<file path="config.mk">
export PLATFORM = sky130hd
export DESIGN_NAME = disp_scan_flat
export DESIGN_NICKNAME = d
export VERILOG_FILES = /design/src/rtl/disp_scan_pkg.sv /design/src/rtl/disp_scan_if.sv /design/src/rtl/disp_scan_timer.sv /design/src/rtl/disp_scan.sv /design/src/flat_wrapper.sv
export SDC_FILE = /design/constraint.sdc
export NUM_CORES = 1
export LEC_CHECK = 0
export BUFFER_PORTS_ARGS = -buffer_cell sky130_fd_sc_hd__buf_2
export CAP_MARGIN = 20
export CORE_ASPECT_RATIO = 0.75
export CORE_MARGIN = 8
export CORE_UTILIZATION = 54
export CTS_CLUSTER_DIAMETER = 60
export DETAILED_ROUTE_END_ITERATION = 16
export GPL_ROUTABILITY_DRIVEN = 0
export PLACE_DENSITY = 0.85
export SLEW_MARGIN = 5
export SYNTH_ARGS = -nofsm -noshare
export SYNTH_HDL_FRONTEND = slang
export SYNTH_SLANG_ARGS = --single-unit
</file>
<file path="constraint.sdc">
create_clock -name clock -period 4.4 [get_ports clock]
set_clock_uncertainty 0.2 [all_clocks]
set_input_delay 0 -clock clock [delete_from_list [all_inputs] [get_ports clock]]
set_output_delay 0 -clock clock [all_outputs]
set_load 0.1 [all_outputs]
</file>
<file path="src/rtl/disp_scan_pkg.sv">
// Shared types and constants for the eight-digit scan stage.
// Cathode vectors are ordered {g,f,e,d,c,b,a}.
package disp_pkg;

    localparam int N_DIG = 8;

    typedef logic [6:0] seg_t;

    typedef enum logic [1:0] {
        IDLE,
        BLANK,
        ON
    } scan_state_t;

    localparam seg_t SEG_OFF = 7'h7F;

endpackage

</file>
<file path="src/rtl/disp_scan_if.sv">
// Segment inputs from ctrl and multiplexed
// display pins of the scan stage.
interface disp_scan_if;
    import disp_pkg::*;

    logic       en;
    logic [7:0] a;
    logic [7:0] b;
    logic [7:0] c;
    logic [7:0] d;
    logic [7:0] e;
    logic [7:0] f;
    logic [7:0] g;
    logic [7:0] dp;
    logic [7:0] an_n;
    seg_t       seg_n;
    logic       dp_n;
    logic [2:0] idx;
    logic       frame;

    modport master (
        output en, a, b, c, d, e, f, g, dp,
        input  an_n, seg_n, dp_n, idx, frame
    );

    modport slave (
        input  en, a, b, c, d, e, f, g, dp,
        output an_n, seg_n, dp_n, idx, frame
    );

endinterface

</file>
<file path="src/rtl/disp_scan_timer.sv">
// Phase counter: done flags the last cycle of a
// phase of len_i cycles, then restarts from zero.
module scan_timer #(
    parameter int W = 1
) (
    input  logic         clk,
    input  logic         rst_n,
    input  logic         clr_i,
    input  logic [W-1:0] len_i,
    output logic         done_o
);

    logic [W-1:0] cnt_q;
    logic [W-1:0] cnt_d;

    assign done_o = (cnt_q == len_i - W'(1));

    always_comb begin
        cnt_d = cnt_q + W'(1);
        if (clr_i || done_o) begin
            cnt_d = '0;
        end
    end

    always_ff @(posedge clk or negedge rst_n) begin
        if (!rst_n) begin
            cnt_q <= '0;
        end else begin
            cnt_q <= cnt_d;
        end
    end

endmodule

</file>
<file path="src/rtl/disp_scan.sv">
// Eight-digit scan: a blank gap then a lit slot per
// digit, cathodes latched once per slot.
module disp_scan #(
    parameter int DIV     = 100000,
    parameter int BLANK   = 1000,
    parameter bit SEG_INV = 1'b1
) (
    input  logic        clock,
    input  logic        reset,
    disp_scan_if.slave  bus
);
    import disp_pkg::*;

    localparam int LMAX = (DIV > BLANK) ? DIV : BLANK;
    localparam int CW   = $clog2(LMAX + 1);

    localparam seg_t SEG_DARK = SEG_INV ? SEG_OFF : 7'h00;
    localparam logic DP_DARK  = SEG_INV;

    scan_state_t state_q;
    scan_state_t state_d;
    logic [2:0]  idx_q;
    logic [2:0]  idx_d;
    logic [7:0]  an_q;
    logic [7:0]  an_d;
    seg_t        seg_q;
    seg_t        seg_d;
    logic        dp_q;
    logic        dp_d;
    logic        frame_q;
    logic        frame_d;
    logic        load;
    logic        dark;
    logic        clr;
    logic        done;
    logic [CW-1:0] len;

    assign len = (state_q == disp_pkg::ON)
               ? CW'(DIV) : CW'(BLANK);
    assign clr = !bus.en || (state_q == disp_pkg::IDLE);

    scan_timer #(
        .W (CW)
    ) u_timer (
        .clk    (clock),
        .rst_n  (reset),
        .clr_i  (clr),
        .len_i  (len),
        .done_o (done)
    );

    always_comb begin
        state_d = state_q;
        idx_d   = idx_q;
        frame_d = 1'b0;
        load    = 1'b0;
        dark    = 1'b0;
        if (!bus.en) begin
            state_d = disp_pkg::IDLE;
            idx_d   = '0;
            dark    = 1'b1;
        end else begin
            unique case (state_q)
                disp_pkg::IDLE: begin
                    idx_d = '0;
                    dark  = 1'b1;
                    if (BLANK == 0) begin
                        state_d = disp_pkg::ON;
                        load    = 1'b1;
                    end else begin
                        state_d = disp_pkg::BLANK;
                    end
                end
                disp_pkg::BLANK: begin
                    if (done) begin
                        state_d = disp_pkg::ON;
                        load    = 1'b1;
                    end
                end
                disp_pkg::ON: begin
                    if (done) begin
                        idx_d   = idx_q + 3'd1;
                        frame_d = (idx_q == 3'd7);
                        if (BLANK == 0) begin
                            load = 1'b1;
                        end else begin
                            state_d = disp_pkg::BLANK;
                            dark    = 1'b1;
                        end
                    end
                end
                default: begin
                    state_d = disp_pkg::IDLE;
                    idx_d   = '0;
                    dark    = 1'b1;
                end
            endcase
        end

        an_d  = an_q;
        seg_d = seg_q;
        dp_d  = dp_q;
        if (dark) begin
            an_d  = 8'hFF;
            seg_d = SEG_DARK;
            dp_d  = DP_DARK;
        end
        // Slot entry: the only point cathodes follow the inputs
        if (load) begin
            an_d  = ~(8'h01 << idx_d);
            seg_d = {bus.g[idx_d], bus.f[idx_d],
                     bus.e[idx_d], bus.d[idx_d],
                     bus.c[idx_d], bus.b[idx_d],
                     bus.a[idx_d]} ^ {7{SEG_INV}};
            dp_d  = bus.dp[idx_d] ^ SEG_INV;
        end
    end

    always_ff @(posedge clock or negedge reset) begin
        if (!reset) begin
            state_q <= disp_pkg::IDLE;
            idx_q   <= '0;
            an_q    <= 8'hFF;
            seg_q   <= SEG_DARK;
            dp_q    <= DP_DARK;
            frame_q <= 1'b0;
        end else begin
            state_q <= state_d;
            idx_q   <= idx_d;
            an_q    <= an_d;
            seg_q   <= seg_d;
            dp_q    <= dp_d;
            frame_q <= frame_d;
        end
    end

    assign bus.an_n  = an_q;
    assign bus.seg_n = seg_q;
    assign bus.dp_n  = dp_q;
    assign bus.idx   = idx_q;
    assign bus.frame = frame_q;

endmodule

</file>
<file path="src/flat_wrapper.sv">
// flat-port wrapper written by rule: the top's interface ports become plain ports
module disp_scan_flat import disp_pkg::*;
#(
    parameter int DIV     = 100000,
    parameter int BLANK   = 1000,
    parameter bit SEG_INV = 1'b1
)
  (clock, reset, bus_en, bus_a, bus_b, bus_c, bus_d, bus_e, bus_f, bus_g, bus_dp, bus_an_n, bus_seg_n, bus_dp_n, bus_idx, bus_frame);
  disp_scan_if bus_i ();
  input  logic clock;
  input  logic reset;
  input wire logic [$bits(bus_i.en)-1:0] bus_en;
  input wire logic [$bits(bus_i.a)-1:0] bus_a;
  input wire logic [$bits(bus_i.b)-1:0] bus_b;
  input wire logic [$bits(bus_i.c)-1:0] bus_c;
  input wire logic [$bits(bus_i.d)-1:0] bus_d;
  input wire logic [$bits(bus_i.e)-1:0] bus_e;
  input wire logic [$bits(bus_i.f)-1:0] bus_f;
  input wire logic [$bits(bus_i.g)-1:0] bus_g;
  input wire logic [$bits(bus_i.dp)-1:0] bus_dp;
  output wire logic [$bits(bus_i.an_n)-1:0] bus_an_n;
  output wire logic [$bits(bus_i.seg_n)-1:0] bus_seg_n;
  output wire logic [$bits(bus_i.dp_n)-1:0] bus_dp_n;
  output wire logic [$bits(bus_i.idx)-1:0] bus_idx;
  output wire logic [$bits(bus_i.frame)-1:0] bus_frame;
  assign bus_i.en = bus_en;
  assign bus_i.a = bus_a;
  assign bus_i.b = bus_b;
  assign bus_i.c = bus_c;
  assign bus_i.d = bus_d;
  assign bus_i.e = bus_e;
  assign bus_i.f = bus_f;
  assign bus_i.g = bus_g;
  assign bus_i.dp = bus_dp;
  assign bus_an_n = bus_i.an_n;
  assign bus_seg_n = bus_i.seg_n;
  assign bus_dp_n = bus_i.dp_n;
  assign bus_idx = bus_i.idx;
  assign bus_frame = bus_i.frame;
  disp_scan #(.DIV(DIV), .BLANK(BLANK), .SEG_INV(SEG_INV)) u_core (.clock(clock), .reset(reset), .bus(bus_i));
endmodule
</file>
==> results of run 1 <==
-- routing by layer --
metal | global-route usage, % | vias up | wire length (µm)
met5 | 0 | - | 0
met4 | 15.9 | 0 | 456
met3 | 6.65 | 42 | 641
met2 | 41.9 | 137 | 4070
met1 | 26.5 | 1197 | 3160
li1 | - | 1143 | -
-- worst max-delay path, cell delays in order, from the launching register on --
cell           delay [ns]
dfrtp_1              0.39
inv_1                0.09
ha_1                 0.32
nor4b_4              0.33
mux2i_2              0.14
o311ai_1             0.46
and3_4               0.46
mux2i_1              0.22
a22oi_1              0.10
dlygate4sd3_1        0.59
a211oi_1             0.27
dlygate4sd3_1        0.60
-- flip-flops by register name, summed over array words and instances, names as in the netlist --
name / flops
u_core.bus.seg_n: 7
u_core.state_q: 2
u_core.u_timer.cnt_q: 17
u_core.bus.idx: 3
u_core.bus.an_n: 8
u_core.bus.dp_n: 1
u_core.bus.frame: 1
-- per-stage QoR --
stage / utilization, % / TNS [ns] / hold WS (ns)
after detailed placement: 65.6 / 0 / -0.0397
final: 78.0 / 0 / 0.157
after global routing: 78.0 / -0.0826 / 0.247
after CTS: 77.9 / 0 / 0.180
after floorplan: - / 0 / -0.496
after global placement: 65.6 / 0 / -0.0495
-- repair_timing --
item	4_1_cts	5_1_grt
setup endpoints to repair	0	4
hold buffers	46	0
hold endpoints to repair	34	0
resized for setup	0	2
-- logic make-up (layout without fill, tap and decap cells) --
kind of cell    after synthesis  in the layout  synth area share (%)
buf+inv                      23            152                  4.83
flops                        39             39                  40.9
fa+ha+maj                     7              7                  3.60
xor+xnor                     15             15                  5.39
simple gates                 90             90                  19.9
mux                          30             30                  12.5
compound gates               43             43                  12.9
-- power by group --
group / switching, µW / internal [µW] / total [µW]
Clock: 133 / 111 / 245
Sequential: 3.13 / 362 / 365
Combinational: 46.8 / 58.1 / 105
-- placed cells by master (no fill, tap or decap), types with 7 or more instances in the layout --
cell	n
buf_2	86
dlygate4sd3_1	46
mux2i_1	29
nor2_1	27
dfrtp_1	23
nand2_1	21
dfstp_2	16
xor2_1	9
nand3_1	8
a31oi_1	8
inv_1	7
ha_1	7
-- final cells by class --
cell class / instances / area (µm²) / share of cell area (%)
clock buffers: 7 / 76.3 / 2.23
well taps: 57 / 71.3 / 2.08
multi-input cells: 185 / 1330 / 38.8
clock inverters: 1 / 5.00 / 0.146
repair buffers: 135 / 913 / 26.7
inverters: 9 / 33.8 / 0.986
flip-flops and latches: 39 / 996 / 29.1
-- worst max-delay path by stage --
stage | to | cells after the start
after floorplan | u_core.bus.dp_n | 8
after global placement | u_core.bus.seg_n[5] | 10
after detailed placement | u_core.bus.seg_n[6] | 10
after CTS | u_core.bus.seg_n[0] | 11
after global routing | u_core.bus.seg_n[0] | 11
final | u_core.bus.seg_n[1] | 11
==> impl_metrics.yaml, run 1 <==
die:
  core_area_mm2: 0.00439
  die_w_um: 93.6
  die_h_um: 74.2
  design.die.area_mm2: 0.00694
  start_util_pct: 55.5
  pin_count: 87
  row_count: 21
clocking:
  clockBufferDepth: 2
  clock_latency_ns: 0.31
  cts_made_buffers: 5
  cts_tree: "built"
  post_cts_buffers: 0
  clk_root_buffer_cell: "clkbuf_8"
  clock_sinks: 39
  clk_pin_slew_worst_paths_ns: 0.09
  htreeDepth: 2
route:
  wl_per_cell_um: 19.2
  viasPerCell: 5.82
  vias: 2519
  drt_iter0_drc: 198
  final_antenna_net_count: 0
  drt-pass1-iter-count: 5
  wl_mm: 8.33
  drc: 0
power:
  p_leak_uw: 0.00163
  power_density_mw_per_mm2: 209
  vdd_drop_max_mv: 0.271
  p_total_uw: 715
min_path:
  hold_class: "in2async"
yosys:
  ys_ff_latch: 39
  synth_edf_count: 0
  avgSynthCellArea_um2: 9.86
  yosysUniqueCellTypes: 47
  synth.cell_area_mm2: 0.00244
  synthTopCellsByCount: "mux2i_1 (29), nor2_1 (27), dfrtp_1 (23), nand2_1 (21), dfstp_2 (16)"
  yosysWarnings: 0
  synth.most_common_cell: "mux2i_1"
  synth-main-ff-cell: "dfrtp_1"
  synth_area_leaders: "dfrtp_1 (24%), dfstp_2 (17%), mux2i_1 (12%)"
  synth_area_leader_cell: "dfrtp_1"
  synth-seq-area-share_pct: 40.9
  netlist_instances: 247
  synth.top_cell.area_share_pct: 23.6
  syn-num-nets: 321
  synth-async-reset-ratio_pct: 100
placed_design:
  placed_area_mm2: 0.00288
  place_inst: 379
  preCtsSetupSlack_ns: 0.956
  io_buffers: 86
  post-dp-hpwl_mm: 4.78
sta:
  slew_viol_final: 0
  timing.final.crit_share_pct: 96.1
  setup_viol: 0
  setup_ws_ns: 0.172
  relSlewSlack_pct: 42.8
  finalHoldViolCount: 0
  fin_crit_ns: 4.23
  tightest_slew_ns: 0.858
  max_freq_ghz: 0.237
global_route:
  grt_max_degree: 40
  gr-total-overflow: 0
  grt.total_usage_pct: 24.4
  grt_first_pass_wirelength_mm: 13.2
  antenna_found_initial: 0
  grt_pass1_vias: 2667
run_status:
  status: "finished clean"
setup_path:
  endpoint_kind: "register"
  r2r_end: "u_core.bus.seg_n[1]"
  crit_start: "u_core.state_q[0]"
  r2r_start: "u_core.state_q[0]"
  critPathKind: "reg2reg"
  cp_max_fo: 20
  cp.arrival_ns: 4.27
  reg2reg_depth: 11
  required_ns: 4.44
  r2r_slack_ns: 0.17
  start_kind: "register"
layout:
  drive_gt1_share_pct: 33.2
  area_growth_pct: 40.6
  nets: 449
  n_antenna_cell: 0
  nFillCells: 260
  fin_area_mm2: 0.00342
  final_cells: 433
run:
  maxCapViolations: 0
Power figures use the tool's default switching activity.
==> inputs of run 2 (changes only) <==
Settings changed: BUFFER_PORTS_ARGS -buffer_cell sky130_fd_sc_hd__buf_2 to default, CORE_UTILIZATION 54 to 55, DONT_BUFFER_PORTS from default to 1, PLACE_DENSITY 0.85 to 0.69.
==> run 2 against run 1 <==
  * Worst setup slack better by 0.071 ns
  * Design area fell by 12%
  * Sequential cell count did not move
  * Global-route usage is 4.2 points lower
  * Maximum frequency up 1.7%
  * Count of clock-buffer cells in the layout unchanged
  * Non-clock buffer count fell by 89
  * Wire length is 20% lower
  * Critical path type unchanged
  * Critical endpoint is now u_core.bus.seg_n[5]
==> impl_metrics.yaml, run 2 (same netlist as run 1, synthesis figures left out) <==
clocking:
  htreeDepth: 2
  clk_pin_slew_worst_paths_ns: 0.08
  clock_sinks: 39
  cts_tree: "built"
  cts_made_buffers: 5
  clockBufferDepth: 2
  post_cts_buffers: 0
  clock_latency_ns: 0.28
  clk_root_buffer_cell: "clkbuf_8"
min_path:
  hold_class: "in2reg"
  min_from: "bus_en"
  holdPathStages: 2
  worst_hold_path.endpoint: "u_core.u_timer.cnt_q[1]"
layout:
  drive_gt1_share_pct: 15.3
  nets: 361
  largest_reg_flops: 17
  n_antenna_cell: 0
  top_register: "u_core.u_timer.cnt_q"
  area_growth_pct: 24.1
  final_cell_mix: "dlygate4sd3_1 (42), mux2i_1 (29), nor2_1 (27)"
  final_common_cell: "dlygate4sd3_1"
route:
  viasPerCell: 5.99
  vias: 2067
  final_antenna_net_count: 0
  drt-pass1-iter-count: 4
  drc: 0
  drt_iter0_drc: 124
  wl_per_cell_um: 19.3
  wl_mm: 6.66
global_route:
  grt_first_pass_wirelength_mm: 11.0
  grt_pass1_vias: 2126
  antenna_found_initial: 0
  grt_max_degree: 34
  gr-total-overflow: 0
  grt.total_usage_pct: 20.2
power:
  vdd_drop_max_mv: 0.156
  p_leak_uw: 0.00134
  power.switching_uw: 166
  swShare_pct: 23.4
  internal_power_uw: 542
  power_density_mw_per_mm2: 234
  p_seq_share_pct: 51.5
  clockPowerShare_pct: 38.1
  comb_power_share_pct: 10.4
die:
  die_w_um: 92.9
  row_count: 21
  design.die.area_mm2: 0.00684
  pin_count: 87
  die_h_um: 73.6
  start_util_pct: 55.9
  core_area_mm2: 0.00436
sta:
  timing.final.crit_share_pct: 94.5
  fin_crit_ns: 4.16
  grt_setup_unrepaired: "false"
  setup-tns-final_ns: 0
  slew_viol_final: 0
  setup_viol: 0
  relSlewSlack_pct: 31.1
  max_freq_ghz: 0.241
  finalHoldViolCount: 0
  setup_ws_ns: 0.243
  tightest_slew_ns: 1.03
run_status:
  status: "finished clean"
setup_path:
  r2r_start: "u_core.state_q[0]"
  cp.arrival_ns: 4.17
  start_kind: "register"
  crit_path_cell_trace: "inv_1 > ha_1 > nor4b_2 > mux2i_1 > o311ai_2 > and3_4 > mux2i_1 > dlygate4sd3_1 > o221ai_1 > dlygate4sd3_1 > a31oi_1"
  cp_max_fo: 17
  critPathKind: "reg2reg"
  slowest_stage: "dlygate4sd3_1"
  required_ns: 4.42
  reg2reg_depth: 11
  slowest_delay_ns: 0.61
  r2r_end: "u_core.bus.seg_n[5]"
  r2r_slack_ns: 0.24
  endpoint_kind: "register"
placed_design:
  io_buffers: 0
  preCtsSetupSlack_ns: 0.870
  post-dp-hpwl_mm: 4.15
run:
  maxCapViolations: 0
## run 2: cell count changes in the layout (fill, tap and decap cells not counted), sizes merged
| cell | before | now |
|---|---|---|
| and3 | 4 | 5 |
| clkinv | 2 | 1 |
| dlygate4sd3 | 46 | 42 |
| clkinvlp | 0 | 1 |
| buf | 89 | 4 |
## run 2: critical path, delay by kind of cell (launching register included)
family | cells | cell delay [ns]
mux | 2 | 0.45
buf+inv | 3 | 1.30
fa+ha+maj | 1 | 0.31
simple gates | 2 | 0.74
flops | 1 | 0.37
compound gates | 3 | 0.71
## run 2: worst max path at each step
stage                      startpoint             endpoint  cells after the start
floorplan           u_core.bus.idx[0]      u_core.bus.dp_n                      8
global placement    u_core.state_q[0]  u_core.bus.seg_n[4]                     10
detailed placement  u_core.state_q[0]  u_core.bus.seg_n[4]                     10
CTS                 u_core.state_q[0]  u_core.bus.seg_n[5]                     11
global route        u_core.state_q[0]  u_core.bus.seg_n[5]                     11
finish              u_core.state_q[0]  u_core.bus.seg_n[5]                     11
## run 2: cell type report
class                           instances  area [µm²]
Fill cell                             353        1340
Clock buffer                            7        96.3
Multi-Input combinational cell        186        1340
Inverter                                9        33.8
Clock inverter                          1        7.51
Timing Repair Buffer                   46         475
Sequential cell                        39         996
Tap cell                               57        71.3
## run 2: timing repair
action                                  in CTS  in global routing
endpoints found under the setup margin       0                  6
hold endpoints to repair                    53                  0
hold buffers                                44                  0
gates resized for setup                      0                  3
## run 2: power by group through the flow
stage	Sequential [µW]	Clock [µW]	Combinational [µW]
2_1_floorplan	371	0	28.6
3_3_place_gp	371	0	35.3
3_5_place_dp	371	0	35.9
4_1_cts	365	278	71.7
5_1_grt	365	294	82.1
6_report	365	269	73.6
## run 2: layer usage
| layer | track usage, % | vias to the layer above | wire [µm] |
|---|---|---|---|
| met3 | 6.94 | 9 | 539 |
| met1 | 25.3 | 1005 | 2880 |
| li1 | - | 972 | - |
| met5 | 0 | - | 0 |
| met4 | 4.45 | 0 | 60 |
| met2 | 32.8 | 81 | 3170 |
## run 2: metrics by stage
step / hold slack [ns] / instance area (µm²) / total power (µW) / utilization (%) / std cells
after floorplan: -0.496 / 2440 / 399 / - / 247
after global placement: -0.494 / 2440 / 406 / 55.9 / 292
after detailed placement: -0.494 / 2440 / 407 / 55.9 / 292
after CTS: 0.0866 / 3000 / 715 / 68.9 / 344
after global routing: 0.138 / 3020 / 741 / 69.3 / 345
final: 0.0864 / 3020 / 708 / 69.3 / 345
==> inputs of run 3 (changes only) <==
Settings changed: PLACE_DENSITY 0.69 to default, PLACE_DENSITY_LB_ADDON from default to 0.12, SYNTH_HIERARCHICAL from default to 1.
==> run 3 against run 2 <==
  * Sequential cell count unchanged
  * Design area increased by 41%
  * Global-route usage increased by 4.8 points
  * Final cell count rose by 58%
  * Sequential power barely moved
  * Register-to-register slack got worse by 0.12 ns
  * Wire length rose by 72%
  * Power up 16%
  * Largest power group unchanged
  * Highest routed layer unchanged
==> impl_metrics.yaml, run 3 <==
setup_path:
  cp_max_fo: 28
  r2r_start: "u_core/state_q[0]"
  r2r_slack_ns: 0.12
  cp.arrival_ns: 4.27
  reg2reg_depth: 17
  slowest_delay_ns: 0.60
  start_kind: "register"
  slowest_stage: "dlygate4sd3_1"
  required_ns: 4.39
  critical_path_buf_inv_count: 6
  crit_path_cell_trace: "inv_1 > ha_2 > inv_1 > buf_8 > nand2_1 > mux2_2 > a211oi_1 > o22ai_1 > nor4_4 > buf_6 > xor2_4 > a21oi_4 > inv_8 > mux2i_1 > dlygate4sd3_1 > mux2i_1 > a211oi_1"
  cp_top_family: "buffers and inverters"
  r2r_end: "u_core/bus.seg_n[3]"
  endpoint_kind: "register"
  critPathKind: "reg2reg"
die:
  die_w_um: 105
  core_area_mm2: 0.00577
  row_count: 24
  start_util_pct: 56.6
  design.die.area_mm2: 0.00868
  die_h_um: 82.7
  pin_count: 87
route:
  drt-pass1-iter-count: 5
  final_antenna_net_count: 0
  vias: 3391
  drt_iter0_drc: 316
  viasPerCell: 6.22
  wl_per_cell_um: 21.0
  wl_mm: 11.5
  drc: 0
clocking:
  cts_made_buffers: 5
  htreeDepth: 2
  clock_sinks: 39
  clk_pin_slew_worst_paths_ns: 0.09
  clockBufferDepth: 2
  clk_root_buffer_cell: "clkbuf_8"
  cts_tree: "built"
  clock_latency_ns: 0.29
min_path:
  min_from: "bus_e[2]"
  worst_hold_path.endpoint: "u_core/bus.seg_n[4]"
  hold_class: "in2reg"
  holdPathStages: 5
yosys:
  synthTopCellsByCount: "nand2_1 (26), nor3_1 (25), dfrtp_1 (23), mux2i_1 (23), nor2_1 (23)"
  synth-async-reset-ratio_pct: 100
  yosys.area_share.simple_pct: 24.6
  synth_adder_area_share_pct: 3.07
  netlist_instances: 368
  synth.most_common_cell: "nand2_1"
  synth.cell_area_mm2: 0.00326
  synth.top_cell.area_share_pct: 17.6
  synth-seq-area-share_pct: 30.5
  synth_area_leader_cell: "dfrtp_1"
  ys_ff_latch: 39
  yosysUniqueCellTypes: 71
  yosysWarnings: 6
  synth_compound_gate_area_share_pct: 18.8
  muxShareOfSynthArea_pct: 7.40
  yosys.area_share.xor_xnor_pct: 9.89
  synth-main-ff-cell: "dfrtp_1"
  avgSynthCellArea_um2: 8.87
  synth_area_leaders: "dfrtp_1 (18%), dfstp_2 (13%), mux2i_1 (7.1%)"
  synth_edf_count: 0
  synth_top_family_by_area: "simple AND/OR/NAND/NOR gates"
sta:
  slew_viol_final: 0
  timing.final.crit_share_pct: 97.3
  hold_ws_ns: 0.00747
  finalHoldViolCount: 0
  tightest_slew_ns: 1.01
  max_freq_ghz: 0.234
  grt_setup_unrepaired: "true"
  relSlewSlack_pct: 32.7
  fin_crit_ns: 4.28
  setup_viol: 0
power:
  power_density_mw_per_mm2: 192
  p_leak_uw: 0.00159
  vdd_drop_max_mv: 0.233
run_status:
  status: "finished clean"
layout:
  top_register: "u_core/u_timer/cnt_q"
  area_growth_pct: 30.4
  fin_area_mm2: 0.00426
  final_common_cell: "dlygate4sd3_1"
  drive_gt1_share_pct: 13.3
  nets: 540
  largest_reg_flops: 17
  final_cell_mix: "dlygate4sd3_1 (56), conb_1 (40), nand2_1 (26)"
global_route:
  antenna_found_initial: 1
  grt_first_pass_wirelength_mm: 17.2
  gr-total-overflow: 0
  grt.total_usage_pct: 25.0
  grt_max_degree: 29
  grt_pass1_vias: 3336
run:
  maxCapViolations: 0
placed_design:
  placed_area_mm2: 0.00346
  io_buffers: 0
  post-dp-hpwl_mm: 6.81
-- run 3: changes by cell type in the layout (fill, tap and decap cells not counted), moves of 6 or more --
cell | previous run | this run
nor3_1 | 1 | 25
o211ai_1 | 1 | 7
xnor2_1 | 6 | 21
buf_4 | 2 | 12
nand3_1 | 8 | 17
dlygate4sd3_1 | 42 | 56
conb_1 | 0 | 40
mux2i_1 | 29 | 23
-- run 3: layer usage --
layer / vias up / track usage [%] / share of wire (%)
met5: - / 0 / 0
met4: 0 / 10.4 / 3.5
met1: 1613 / 30.9 / 40
met2: 197 / 40.4 / 46
li1: 1528 / - / -
met3: 53 / 7.91 / 10
-- run 3: worst max path at each step --
stage                            startpoint                  end  depth (start not counted)
after floorplan           u_core/state_q[0]  u_core/bus.seg_n[2]                         17
after global placement    u_core/state_q[0]  u_core/bus.seg_n[4]                         15
after detailed placement  u_core/state_q[0]  u_core/bus.seg_n[5]                         15
after CTS                 u_core/state_q[0]      u_core/bus.dp_n                         16
after global routing      u_core/state_q[0]  u_core/bus.seg_n[4]                         17
final                     u_core/state_q[0]  u_core/bus.seg_n[3]                         17
-- run 3: where the power goes --
part | total (µW) | internal (µW) | switching, µW
clock network | 321 | 187 | 135
registers | 365 | 362 | 3.58
logic | 132 | 60.7 | 71.3
total | 819 | 609 | 210
-- run 3: cell families (layout without fill, tap and decap cells) --
family / count (synthesis) / count (layout)
adders and majority gates: 8 / 8
and+or+nand+nor: 143 / 143
AOI/OAI and AO/OA: 81 / 81
other: 2 / 41
xor gates and xnor gates: 36 / 36
buffers and inverters: 35 / 95
muxes: 24 / 24
DFF: 39 / 39
-- run 3: tightest hold or removal path, stage by stage --
cell and delay (ns):
nor2b_1 0.11, a311oi_1 0.05, a21oi_1 0.14, or3_1 0.14, a32oi_1 0.06
-- run 3: layout make-up --
type | instances | area (µm²)
multi-input combinational | 332 | 2260
clock inverter | 2 | 38.8
antenna | 1 | 2.50
timing repair buffer | 73 | 717
fill | 427 | 1510
clock buffer | 6 | 82.6
sequential | 39 | 996
tap | 78 | 97.6
inverter | 14 | 60.1
-- run 3: through the flow --
step                util, %  TNS, ns  total power, µW  instances  setup slack (ns)
floorplan                 -        0              436        406            0.0630
global placement       60.0        0              445        473             0.603
detailed placement     60.0        0              446        473             0.514
CTS                    72.1        0              812        538            0.0289
global route           73.8   -0.155              853        545           -0.0677
finish                 73.8        0              819        545             0.120
-- run 3: repair_timing --
action                     CTS  global route
buffers inserted             0             4
gates resized for setup      0             9
hold endpoints to repair    51             0
setup endpoints to repair    0             8
hold buffers                57             0
